[config.mk]
export PLATFORM = sky130hd
export DESIGN_NAME = trng_aes_ctr_ctrl
export DESIGN_NICKNAME = d
export VERILOG_FILES = /design/src/rtl/crypto_trng_pkg.sv /design/src/rtl/trng_blk_serializer.sv /design/src/rtl/trng_aes_ctr_ctrl.sv
export SDC_FILE = /design/constraint.sdc
export NUM_CORES = 1
export LEC_CHECK = 0
export CAP_MARGIN = 15
export CELL_PAD_IN_SITES_DETAIL_PLACEMENT = 0
export CELL_PAD_IN_SITES_GLOBAL_PLACEMENT = 1
export CORE_AREA = 2 2 267 269
export DETAILED_ROUTE_END_ITERATION = 8
export DIE_AREA = 0 0 269 271
export PLACE_DENSITY = 0.82
export SYNTH_ARGS = -nofsm -noshare
export SYNTH_HDL_FRONTEND = slang
export SYNTH_SLANG_ARGS = --single-unit
[constraint.sdc]
create_clock -name clk -period 2.62 [get_ports clk]
set_input_delay 0.262 -clock clk [delete_from_list [all_inputs] [get_ports clk]]
set_output_delay 0.262 -clock clk [all_outputs]
set_load 0.05 [all_outputs]
[src/rtl/crypto_trng_pkg.sv]
`default_nettype none
// ============================================================================
//  Module  : crypto_trng_pkg
//  Brief   : Shared widths and sequencer state encoding for the TRNG AES-CTR path
//  Revision: 1.0  initial release
// ============================================================================
package crypto_trng_pkg;

    localparam int AES_BLK_W     = 128;
    localparam int OUT_W         = 32;
    localparam int WORDS_PER_BLK = 4;

    typedef enum logic [1:0] {
        IDLE  = 2'd0,
        START = 2'd1,
        WAIT  = 2'd2,
        DRAIN = 2'd3
    } ctr_state_e;

endpackage
`default_nettype wire

[src/rtl/trng_blk_serializer.sv]
`default_nettype none
// ============================================================================
//  Module  : trng_blk_serializer
//  Brief   : Holds one 128-bit block and drains it MSW-first over valid/ready
//  Revision: 1.0  initial release
// ============================================================================
module trng_blk_serializer
    import crypto_trng_pkg::*;
(
    input  logic                 clk,
    input  logic                 rstn,
    input  logic                 i_clear,
    input  logic                 i_load,
    input  logic [AES_BLK_W-1:0] i_blk,
    input  logic                 i_ready,
    output logic                 o_valid,
    output logic [OUT_W-1:0]     o_data,
    output logic                 o_last_acc
);

    localparam int c_idx_w = $clog2(WORDS_PER_BLK);

    logic [AES_BLK_W-1:0] r_buf;
    logic [c_idx_w-1:0]   r_widx;
    logic                 r_valid;
    logic                 w_accept;

    assign w_accept   = r_valid & i_ready;
    assign o_last_acc = w_accept && (r_widx == c_idx_w'(WORDS_PER_BLK - 1));
    assign o_valid    = r_valid;
    assign o_data     = r_buf[AES_BLK_W-1 -: OUT_W];

    // Shifting out the consumed word also zeroes it, so no keystream lingers.
    always_ff @(posedge clk or negedge rstn) begin
        if (!rstn) begin
            r_buf   <= '0;
            r_widx  <= '0;
            r_valid <= 1'b0;
        end else if (i_clear) begin
            r_buf   <= '0;
            r_widx  <= '0;
            r_valid <= 1'b0;
        end else if (i_load) begin
            r_buf   <= i_blk;
            r_widx  <= '0;
            r_valid <= 1'b1;
        end else if (w_accept) begin
            r_buf  <= {r_buf[AES_BLK_W-OUT_W-1:0], {OUT_W{1'b0}}};
            r_widx <= r_widx + 1'b1;
            if (o_last_acc) begin
                r_valid <= 1'b0;
            end
        end
    end

endmodule
`default_nettype wire

[src/rtl/trng_aes_ctr_ctrl.sv]
`default_nettype none
// ============================================================================
//  Module  : trng_aes_ctr_ctrl
//  Brief   : AES-128 counter-mode sequencer with reseed limit and cipher watchdog
//  Revision: 1.0  initial release
// ============================================================================
module trng_aes_ctr_ctrl
    import crypto_trng_pkg::*;
#(
    parameter logic [15:0] RESEED_MAX = 16'hFFFF,
    parameter logic [7:0]  WDOG_CYC   = 8'd32
) (
    input  logic                 clk,
    input  logic                 rstn,
    input  logic                 seed_we,
    input  logic [AES_BLK_W-1:0] seed_key,
    input  logic [AES_BLK_W-1:0] seed_v,
    input  logic                 enable,
    output logic                 aes_ld,
    output logic [AES_BLK_W-1:0] aes_key,
    output logic [AES_BLK_W-1:0] aes_text_in,
    input  logic                 aes_done,
    input  logic [AES_BLK_W-1:0] aes_text_out,
    output logic                 out_valid,
    input  logic                 out_ready,
    output logic [OUT_W-1:0]     out_data,
    output logic                 busy,
    output logic                 reseed_req,
    output logic                 err_timeout
);

    ctr_state_e           r_state;
    logic                 r_ld;
    logic [AES_BLK_W-1:0] r_key;
    logic [AES_BLK_W-1:0] r_v;
    logic [15:0]          r_count;
    logic                 r_seeded;
    logic                 r_reseed;
    logic                 r_err;
    logic [7:0]           r_wdog;
    logic                 w_start_ok;
    logic                 w_load;
    logic                 w_last_acc;

    assign w_start_ok = enable & r_seeded & ~r_reseed & ~r_err;
    assign w_load     = (r_state == WAIT) & aes_done & ~seed_we;

    always_ff @(posedge clk or negedge rstn) begin
        if (!rstn) begin
            r_state  <= IDLE;
            r_ld     <= 1'b0;
            r_key    <= '0;
            r_v      <= '0;
            r_count  <= '0;
            r_seeded <= 1'b0;
            r_reseed <= 1'b0;
            r_err    <= 1'b0;
            r_wdog   <= '0;
        end else if (seed_we) begin
            r_state  <= IDLE;
            r_ld     <= 1'b0;
            r_key    <= seed_key;
            r_v      <= seed_v;
            r_count  <= '0;
            r_seeded <= 1'b1;
            r_reseed <= 1'b0;
            r_err    <= 1'b0;
        end else begin
            r_ld <= 1'b0;
            case (r_state)
                IDLE: begin
                    if (w_start_ok) begin
                        r_state <= START;
                        r_ld    <= 1'b1;
                    end
                end
                START: begin
                    r_wdog  <= '0;
                    r_state <= WAIT;
                end
                WAIT: begin
                    if (aes_done) begin
                        r_v     <= r_v + 128'd1;
                        r_state <= DRAIN;
                        if (r_count != RESEED_MAX) begin
                            r_count <= r_count + 16'd1;
                        end
                    end else if (r_wdog == WDOG_CYC - 8'd1) begin
                        r_err   <= 1'b1;
                        r_state <= IDLE;
                    end else begin
                        r_wdog <= r_wdog + 8'd1;
                    end
                end
                DRAIN: begin
                    if (w_last_acc) begin
                        if (r_count == RESEED_MAX) begin
                            r_reseed <= 1'b1;
                            r_state  <= IDLE;
                        end else if (enable) begin
                            r_state <= START;
                            r_ld    <= 1'b1;
                        end else begin
                            r_state <= IDLE;
                        end
                    end
                end
                default: r_state <= IDLE;
            endcase
        end
    end

    trng_blk_serializer u_ser (
        .clk        (clk),
        .rstn       (rstn),
        .i_clear    (seed_we),
        .i_load     (w_load),
        .i_blk      (aes_text_out),
        .i_ready    (out_ready),
        .o_valid    (out_valid),
        .o_data     (out_data),
        .o_last_acc (w_last_acc)
    );

    assign aes_ld      = r_ld;
    assign aes_key     = r_key;
    assign aes_text_in = r_v;
    assign busy        = (r_state != IDLE);
    assign reseed_req  = r_reseed;
    assign err_timeout = r_err;

endmodule
`default_nettype wire

Word level (Yosys, flattened, before mapping)
Cells that the tools add are included.
{"block": "totals", "ff_bits": 417, "input_bits": 390, "output_inout_bits": 293, "wordCells": 100}
{"block": "op_classes", "n_addsub": 4, "eq_ne": 13, "mux": 42, "n_bitwise": 9, "reduce_logical": 20}
{"op": "$mux W128", "count": 6}
{"op": "$add A128 B1 Y128 const B", "count": 1}
{"op": "$mux W16", "count": 4}
{"op": "$mux W1", "count": 19}
{"op": "$reduce_bool A2 Y1", "count": 9}
{"op": "$add A16 B1 Y16 const B", "count": 1}
{"op": "$eq A16 B16 Y1 const B", "count": 1}
{"op": "$mux W2", "count": 8}
{"op": "$mux W8", "count": 2}
{"op": "$ne A16 B16 Y1 const B", "count": 1}
{"op": "$pmux W8 S2", "count": 1}
{"op": "$reduce_and A3 Y1", "count": 4}
{"op": "$add A8 B1 Y8 const B", "count": 1}
{"op": "$eq A8 B5 Y1 const B", "count": 1}
{"op": "$pmux W2 S4", "count": 1}
{"op": "$and A1 B1 Y1", "count": 6}
{"op": "$eq A2 B2 Y1 const B", "count": 3}
{"op": "$ne A2 B2 Y1 const B", "count": 3}
{"op": "$reduce_bool A3 Y1", "count": 2}
{"op": "$ne A4 B3 Y1 const B", "count": 1}
{"op": "$reduce_and A2 Y1", "count": 2}
{"op": "$reduce_and A4 Y1", "count": 1}
{"op": "$ne A3 B2 Y1 const B", "count": 1}
{"op": "$ne A3 B3 Y1 const B", "count": 1}
{"op": "6 further kinds", "count": 8}

Depth between registers and ports, before layout
Gate-level depths: netlist (run 1).
{"block": "logic_depth", "ltp_word": 6, "mapped_depth": 9, "mapped_depth_nobuf": 8}

By module
From an unflattened synthesis (run 1), not the netlist that was laid out.
{"block": "unflattened", "cells_unflattened": 2019, "hier_area_um2": 20664.8}
{"mod": "trng_aes_ctr_ctrl", "n_inst": 1, "cells_per_inst": 1354, "area_each_um2": 14071.0, "seq_area_each_um2": 7156.9}
{"mod": "trng_blk_serializer", "n_inst": 1, "cells_per_inst": 665, "area_each_um2": 6593.8, "seq_area_each_um2": 3278.1}

Worst setup path before layout (run 1)
OpenSTA, ideal clock, no wires.
{"block": "synth_path", "path_type": "flip-flop to flip-flop", "from": "reg r_v[20] (netlist: aes_text_in[20])", "to": "reg r_v[106] (netlist: aes_text_in[106])", "setup_ns": 0.087, "t_arrival_ns": 2.694, "required_time_ns": 2.533, "slack_ns": -0.161, "stages_incl_launch_ff": 8, "path_buffers": 1, "period_less_slack_ns": 2.781, "cell_sequence": "dfrtp_1 nand3_4 nor4_4 or4b_1 buf_2 nor4_4 or4b_1 o211ai_1"}
{"block": "synth_between", "elab_chain_len": 4}
{"element": "from (decl)", "line": "trng_aes_ctr_ctrl.sv:35", "rtl": "logic [AES_BLK_W-1:0] r_v;"}
{"element": "from (signal assigned)", "line": "trng_aes_ctr_ctrl.sv:63", "rtl": "r_v <= seed_v;"}
{"element": "from (signal assigned)", "line": "trng_aes_ctr_ctrl.sv:83", "rtl": "r_v <= r_v + 128'd1;"}
{"element": "$add A128 B1 Y128", "line": "trng_aes_ctr_ctrl.sv:83"}
{"element": "$mux W128", "line": "trng_aes_ctr_ctrl.sv:82", "rtl": "if (aes_done) begin"}
{"element": "$mux W128", "line": "trng_aes_ctr_ctrl.sv:70", "rtl": "case (r_state)"}
{"element": "$mux W128", "line": "trng_aes_ctr_ctrl.sv:59", "rtl": "end else if (seed_we) begin"}
No other way between the ends. The select of a mux whose other input is x is not followed.
A chain may end at the register's enable or synchronous reset.

Worst setup path in the final report (run 1)
{"block": "layout_path", "from": "reg r_v[70] (netlist: aes_text_in[70])", "to": "reg r_v[116] (netlist: aes_text_in[116])"}
The elaborated chain is that of the path after synthesis.

==> summary.md, run 1 <==
| Metric | Value |
|---|---|
| Vias in the first global route | slightly above 20000 |
| Boundary Pins | 683 |
| Drt initial violations | between 1500 and 2000 |
| GRT Total Usage | a little under a quarter |
| Seq pwr share | 37.7% |
| Number of CTS-inserted buffers | 50 |
| Inst Count DP | ~3700 |
| Worst endpoint data arrival time | 3030 ps |
| Number of synthesized flops with an enable pin | 0 |
| Pint | 0.0134 W |
| Most used cell, CP | buf_4 |
| Synth area leader | dfrtp_1 |
| Crit. Startpoint | aes_text_in[70] |
| CP Capture Point | aes_text_in[116] |
| Synthesis-to-finish area growth | 54.3% |
| Synthesized cell area | a little over 20000 um2 |
| FF+latch count, synth | between 400 and 500 |
| Core area | 69800 um2 |
| FP Rows | a little under 100 |
| Initial antenna violation count | 28 |
| CP Max Fanout | 6 |
| Clock-pin slew on the worst setup and hold paths | around 60 ps |
| Register-to-Register Setup Slack | between 50 and 60 ps |
| I/O Buffers | 682 |
| Register area share after synthesis | 51.6% |
| Main flop type after synthesis | dfrtp_1 |
| Post-Syn Area per Cell | 10.0 um2 |
| Area share of the largest cell type after synthesis | 51.6% |
| Fmax | 389 MHz |
| Congestion Overflow GR | 0 |
| Post-Syn Instances | 2025 |
| CP max stage cell | nor4_1 |
| Post-DP HPWL | 69200 um |
| Pleak | roughly 12 nW |
| VDD IR max | 497 uV |
| Pwr Density | ~640 nW/um2 |
| Max Cap Viol | 0 |
| Final slew viol count | 0 |
| Clk buf depth | 3 |
| Async S/R FF share, synth | 100% |
| Clock tree root buffer cell | clkbuf_16 |
| Startpoint Class | flop |
| Fin nets | 3215 |
| Largest net degree at the start of global routing | 177 |
| Hold Vio Cnt, Final | 0 |
| Largest cells by area after synthesis | dfrtp_1, mux2_2, nand2_1 |
| CTS tree | yes |
| DRC errors left | 0 |
| Final Cell Area | 31200 um2 |
| Clock Skew | 18.1 ps |
| Worst Setup End Kind | flop |
| Clk_lat worst skew | about 600 ps |
| Routed via count | between 15000 and 20000 |
| Final WL | 89500 um |
| Period utilization | a little over nine tenths |
| Worst slew pin tran | 953 ps |
| First-pass GRT wire length | 131000 um |
| Crit path time final | 2570 ps |
| P_sw | 0.00670 W |
| Final GP Congestion | 0.957 |
| Slowest Stage Delay on Critical Path | 470 ps |
| Cell chain of the critical path | nand3_1 -> buf_4 -> nor3_1 -> nand4_1 -> buf_4 -> nor4_1 -> xnor2_1 -> o21ai_0 |
| Post-synth cell types | 52 |
| Layout cells sized above 1 | 18.1% |
| Syn_nets | 2424 |
| WS Path Type | flop to flop |
| Die ar. | 72900 um2 |
| Initial Utilization | ~29% |
| Setup_tns | 0 ps |
| Worst r2r src | aes_text_in[70] |
| Wire per inst | 23.5 um |
| Max_slew headroom | a little over a third |
| Required @ worst endpoint | around 3000 ps |
| Gate power share | 26.3% |
| CTS Sinks | 417 |
| R2r endpoint | aes_text_in[116] |
| TritonRoute pass-1 iters | 6 |
| Post-DP Area | about 30000 um2 |
| Post-route ant nets | 0 |
| RSZ-0062 raised after global routing | yes |
| Final setup viols | 0 |
| Worst Reg-to-Reg Cells | 8 |
| Fillers | 6563 |
| Worst Hold Class | input pin to flop |
| Switching share of power | roughly a third |
| Chip height | 271 um |
| Synthesis Warnings | 0 |
| Final core occ | 44.8% |
| Final cell count without fillers | 3812 |
| H-tree levels | 2 |
| Die Width | 269 um |
| Clock network power share | around 36% |
| Status | finished, final reports clean |
| Vias/cell | 5.17 |
-- cells in the mapped netlist, drive strengths merged (3+ instances only) --
cell / n
nor3: 57
and3: 4
and2: 8
nand3: 75
mux2: 154
nor4: 70
nor2b: 4
ha: 9
or4: 7
clkbuf: 104
inv: 24
nand2: 359
a311oi: 96
nor2: 180
xnor2: 83
a31oi: 6
a211oi: 3
o21ai: 100
and4: 11
xor2: 53
a21oi: 12
a22o: 33
or3: 15
nand4: 76
a22oi: 3
dfrtp: 417
buf: 40
mux2i: 4
-- worst min path at each step --
stage               cells after the start     from              end  slack [ps]
floorplan                               0     rstn       aes_key[0]         -30
global placement                        1     rstn  aes_text_in[28]         270
detailed placement                      1     rstn  aes_text_in[28]         270
CTS                                     3  seed_we  aes_text_in[59]          60
global route                            3  seed_we  aes_text_in[58]          90
finish                                  3  seed_we  aes_text_in[59]         100
-- stage by stage --
stage	power (W)	setup WS, ps	hold slack (ps)
after detailed placement	0.0129	-127	269
final	0.0201	51.0	102
after CTS	0.0202	-4.60	60.5
after global routing	0.0209	-40.8	90.1
after global placement	0.0128	-139	274
after floorplan	0.0104	3.33	-33.6
-- per-layer routing --
| layer | part of all wire (%) | track usage (%) | wire length, um | vias up |
|---|---|---|---|---|
| met1 | 40 | 31.0 | 36200 | 9773 |
| met5 | 0.12 | 0 | 110 | - |
| met3 | 8.7 | 6.25 | 7780 | 167 |
| met4 | 3.6 | 9.71 | 3250 | 16 |
| met2 | 47 | 37.7 | 42200 | 918 |
| li1 | - | - | - | 8819 |
-- timing repair --
item,4_1_cts,5_1_grt
endpoints found under the hold margin,48,0
gates resized for setup,5,19
pin swaps,0,7
buffers inserted,0,10
endpoints found under the setup margin,4,42
hold buffers,1,0
-- sequential cells by signal, indices dropped and copies added, names as in the netlist, 2 cells and up --
signal	flops
aes_key	128
aes_text_in	128
r_count	16
r_state	2
r_wdog	8
u_ser.r_buf	128
u_ser.r_widx	2
-- critical path: cells and delay by family, from the launching register on --
family	cells	cell delay, ps
and+or+nand+nor	4	1230
buffers and inverters	2	490
DFF	1	460
xor gates and xnor gates	1	170
AOI/OAI and AO/OA	1	80
-- kinds of logic after synthesis --
logic type                 count (synthesis)  synth area share (%)
AOI/OAI and AO/OA                        260                  9.04
DFF                                      417                  51.6
and+or+nand+nor                          877                  20.5
buffers and inverters                    168                  3.72
adders and majority gates                  9                 0.556
muxes                                    158                  8.76
xor gates and xnor gates                 136                  5.88
-- power by group through the flow --
| stage | combinational, W | sequential, W | clock, W |
|---|---|---|---|
| 5_1_grt | 0.00553 | 0.00764 | 0.00768 |
| 4_1_cts | 0.00527 | 0.00756 | 0.00742 |
| 6_report | 0.00528 | 0.00758 | 0.00723 |
| 2_1_floorplan | 0.00147 | 0.00896 | 0 |
| 3_5_place_dp | 0.00524 | 0.00766 | 0 |
| 3_3_place_gp | 0.00519 | 0.00764 | 0 |
-- layout by cell type, fill, tap and decap left out, drive strengths merged, types with 4 or more instances in the layout --
cell type,instances
bufinv,4
nor2,180
mux2i,4
xnor2,83
ha,9
mux2,154
buf,202
and4,11
xor2,53
a22o,33
clkdlybuf4s50,680
clkinv,7
dfrtp,417
nand3,75
inv,27
nor4,70
clkinvlp,4
nand4,76
nand2,359
clkbuf,73
diode,17
nor2b,4
and2,8
and3,4
nor3,57
or4,7
o21ai,100
a21oi,12
a311oi,96
a31oi,6
or3,15
-- cell type report --
| type | instances | area [um2] | area share [%] |
|---|---|---|---|
| flip-flops and latches | 417 | 10500 | 33.6 |
| multi-input cells | 1440 | 9220 | 29.5 |
| repair buffers | 883 | 8530 | 27.3 |
| clock buffers | 73 | 1450 | 4.63 |
| well taps | 940 | 1180 | 3.77 |
| clock inverters | 18 | 245 | 0.785 |
| inverters | 24 | 90.1 | 0.288 |
| diodes | 17 | 42.5 | 0.136 |
Power figures use the tool's default switching activity.
==> inputs of run 2 (changes only) <==
Settings changed: CAP_MARGIN 15 to 20.
==> results of run 2 <==
Final layout, timing and power as in run 1 (identical DEF).
==> inputs of run 3 (changes only) <==
Settings changed: ABC_AREA set to 1, CORE_AREA 2 2 267 269 to unset, CORE_ASPECT_RATIO set to 0.9, CORE_UTILIZATION set to 30, DIE_AREA 0 0 269 271 to unset, PLACE_DENSITY 0.82 to 0.87.
==> summary.md, run 3 <==
| Metric | Value |
|---|---|
| Initial antenna violation count | 20 (-29%) |
| Post-Synth XOR/XNOR Area | 1.75% (-4.1 points) |
| Area share of the largest cell type after synthesis | 45.4% (-6.1 points) |
| Commonest non-fill, non-tap cells in the layout | nand2_1, clkdlybuf4s50_1, nor2_1 |
| CTS tree | yes |
| Overall Power | 0.0235 W (+17%) |
| VDD IR max | 561 uV (+13%) |
| Most Used Layer, Global Route | met2 |
| TritonRoute pass-1 iters | 8 (+2) |
| Worst Hold Class | input pin to flop |
| Async S/R FF share, synth | 100% (unchanged) |
| Drt initial violations | 2280 (+23%) |
| Post-route ant nets | 0 (unchanged) |
| Pwr Density | 714 nW/um2 (+11%) |
| Routed via count | 24700 (+25%) |
| Initial Utilization | 30.5% (+1.5 points) |
| Post-synth cell types | 43 (-17%) |
| Required @ worst endpoint | 3100 ps (+20 ps) |
| Register area share after synthesis | 45.4% (-6.1 points) |
| Clk buf depth | 3 (unchanged) |
| Fin nets | 4318 (+34%) |
| Period utilization | 93.9% (-4.2 points) |
| I/O Buffers | 682 (unchanged) |
| Congestion Overflow GR | 0 (unchanged) |
| Wire per inst | 21.9 um (-6.7%) |
| Post-synth top cells | nand2_1, nor2_1, dfrtp_1 |
| Final slew viol count | 0 (unchanged) |
| Multiplexer share of the synthesized area | 0.147% (-8.6 points) |
| CP Max Fanout | 5 (-1) |
| Most common library cell in the layout ignoring fill and taps | nand2_1 |
| Synthesis-to-finish area growth | 43.4% |
| Final WL | 109000 um (+22%) |
| Synth area leader | dfrtp_1 |
| Final GP Congestion | 1.03 (+7.1%) |
| Vias in the first global route | 24200 (+21%) |
| Number of CTS-inserted buffers | 48 (-4.0%) |
| Layout cells sized above 1 | 6.02% (-12 points) |
| First-pass GRT wire length | 160000 um (+22%) |
| Hold Vio Cnt, Final | 0 (unchanged) |
| Inst Count DP | 4886 (+32%) |
| Post-DP Area | 31300 um2 (+6.8%) |
| Clk_lat worst skew | 610 ps (about the same) |
| M1 GR Usage | 33.8% (+2.8 points) |
| GRT Total Usage | 27.6% (+3.7 points) |
| FF+latch count, synth | 417 (unchanged) |
| Boundary Pins | 683 (unchanged) |
| Clock Skew | 23.8 ps (+5.72 ps) |
| Final setup viols | 0 (unchanged) |
| Max Cap Viol | 0 (unchanged) |
| Hold_ws | 192 ps (+89.4 ps) |
| Final Cell Area | 32900 um2 (+5.5%) |
| Compound-gate portion of the synthesized area | 8.92% (-0.13 points) |
| Synthesized cell area | 23000 um2 (+13%) |
| Post-DP HPWL | 84900 um (+23%) |
| Largest net degree at the start of global routing | 203 (+15%) |
| Die ar. | 77700 um2 (+6.5%) |
| Worst slew pin tran | 1060 ps (+104 ps) |
| Met3 usage | 5.89% (-0.37 points) |
| Synth Area in Adders | 0.490% (-0.066 points) |
| Worst Setup End Kind | flop |
| Syn_nets | 3647 (+50%) |
| Setup_tns | 0 ps (unchanged) |
| Pleak | 14.2 nW (+17%) |
| Global-route met2 utilization | 46.0% (+8.3 points) |
| Status | finished, final reports clean |
| Clock tree root buffer cell | clkbuf_16 |
| Post-Syn Area per Cell | 7.07 um2 (-29%) |
| Vias/cell | 4.95 (-4.1%) |
| Fmax | 407 MHz (+4.5%) |
| RSZ-0062 raised after global routing | no |
| Startpoint Class | flop |
| Synthesized-area fraction occupied by and/or/nand/nor cells | 36.9% (+16 points) |
| Main combinational cell family by area after synthesis | simple AND/OR/NAND/NOR gates |
| Post-Syn Instances | 3248 (+60%) |
| Core area | 75200 um2 (+7.8%) |
| FP Rows | 95 (-2.1%) |
| Fillers | 7711 (+17%) |
| Main flop type after synthesis | dfrtp_1 |
| Chip height | 264 um (-2.4%) |
| Clock-pin slew on the worst setup and hold paths | 60 ps (about the same) |
| CTS Sinks | 417 (unchanged) |
| WS Path Type | flop to flop |
| H-tree levels | 2 (unchanged) |
| Die Width | 294 um (+9.2%) |
| Synthesis Warnings | 0 (unchanged) |
| Post-CTS setup buffers | 0 (unchanged) |
| Crit path time final | 2460 ps (-110 ps) |
| Number of synthesized flops with an enable pin | 0 (unchanged) |
| Worst endpoint data arrival time | 2940 ps (-90 ps) |
| Most frequent cell after synthesis | nand2_1 |
| DRC errors left | 0 (unchanged) |
| Largest cells by area after synthesis | dfrtp_1, nand2_1, nor2_1 |
| Max_slew headroom | 29.5% (-6.8 points) |
| Final cell count without fillers | 4984 (+31%) |
## run 3: logic make-up after synthesis
| family | after synthesis |
|---|---|
| DFF | 417 |
| xor gates and xnor gates | 46 |
| adders and majority gates | 9 |
| AOI/OAI and AO/OA | 346 |
| and+or+nand+nor | 2086 |
| buffers and inverters | 341 |
| muxes | 3 |
## run 3: cell type report
type | instances | area, um2 | share of cell area, %
antenna | 15 | 37.5 | 0.114
clock buffer | 70 | 1380 | 4.20
clock inverter | 12 | 231 | 0.703
inverter | 178 | 678 | 2.06
multi-input combinational | 2490 | 11100 | 33.7
sequential | 417 | 10400 | 31.7
tap | 1018 | 1270 | 3.87
timing repair buffer | 784 | 7820 | 23.7
## run 3: repair_timing
action,CTS,global route
hold buffers,1,0
resized for setup,0,1
endpoints found under the hold margin,60,0
setup endpoints to repair,0,1
## run 3: final timing paths
kind / from / end / slack [ps] / cells past startpoint
max: aes_text_in[41] / aes_text_in[74] / 160 / 11
min: seed_key[106] / aes_key[106] / 190 / 3
max reg2reg: aes_text_in[41] / aes_text_in[74] / 160 / 11
min reg2reg: aes_key[48] / aes_key[48] / 470 / 2
max in group asynchronous: rstn / aes_key[18] / 1430 / 3
min in group asynchronous: rstn / aes_text_in[61] / 320 / 2
## run 3: metrics by stage
stage               util, %  setup slack, ps
floorplan                 -              499
global placement       41.6              203
detailed placement     41.6              245
CTS                    43.7              122
global route           43.8             53.7
finish                 43.8              161
## run 3: worst max-delay path: stages, from the launching register on
cell and delay (ps):
dfrtp_1 490, nand2_1 150, nor2_1 290, nand2_1 210, nor2_1 310, nand2_1 220, nor2_1 180, nand2_1 70
nand2_1 60, nand3_1 160, nand2_1 140, nand2_1 50
## run 3: power by group
part	internal, W	switching [W]
logic	0.00274	0.00518
registers	0.00739	0.00106
clock network	0.00416	0.00300
## run 3: layer usage
metal	wire, um	vias to the layer above
met1	42500	11800
met2	52800	1071
li1	-	11600
met3	9170	183
met5	0	-
met4	4850	0
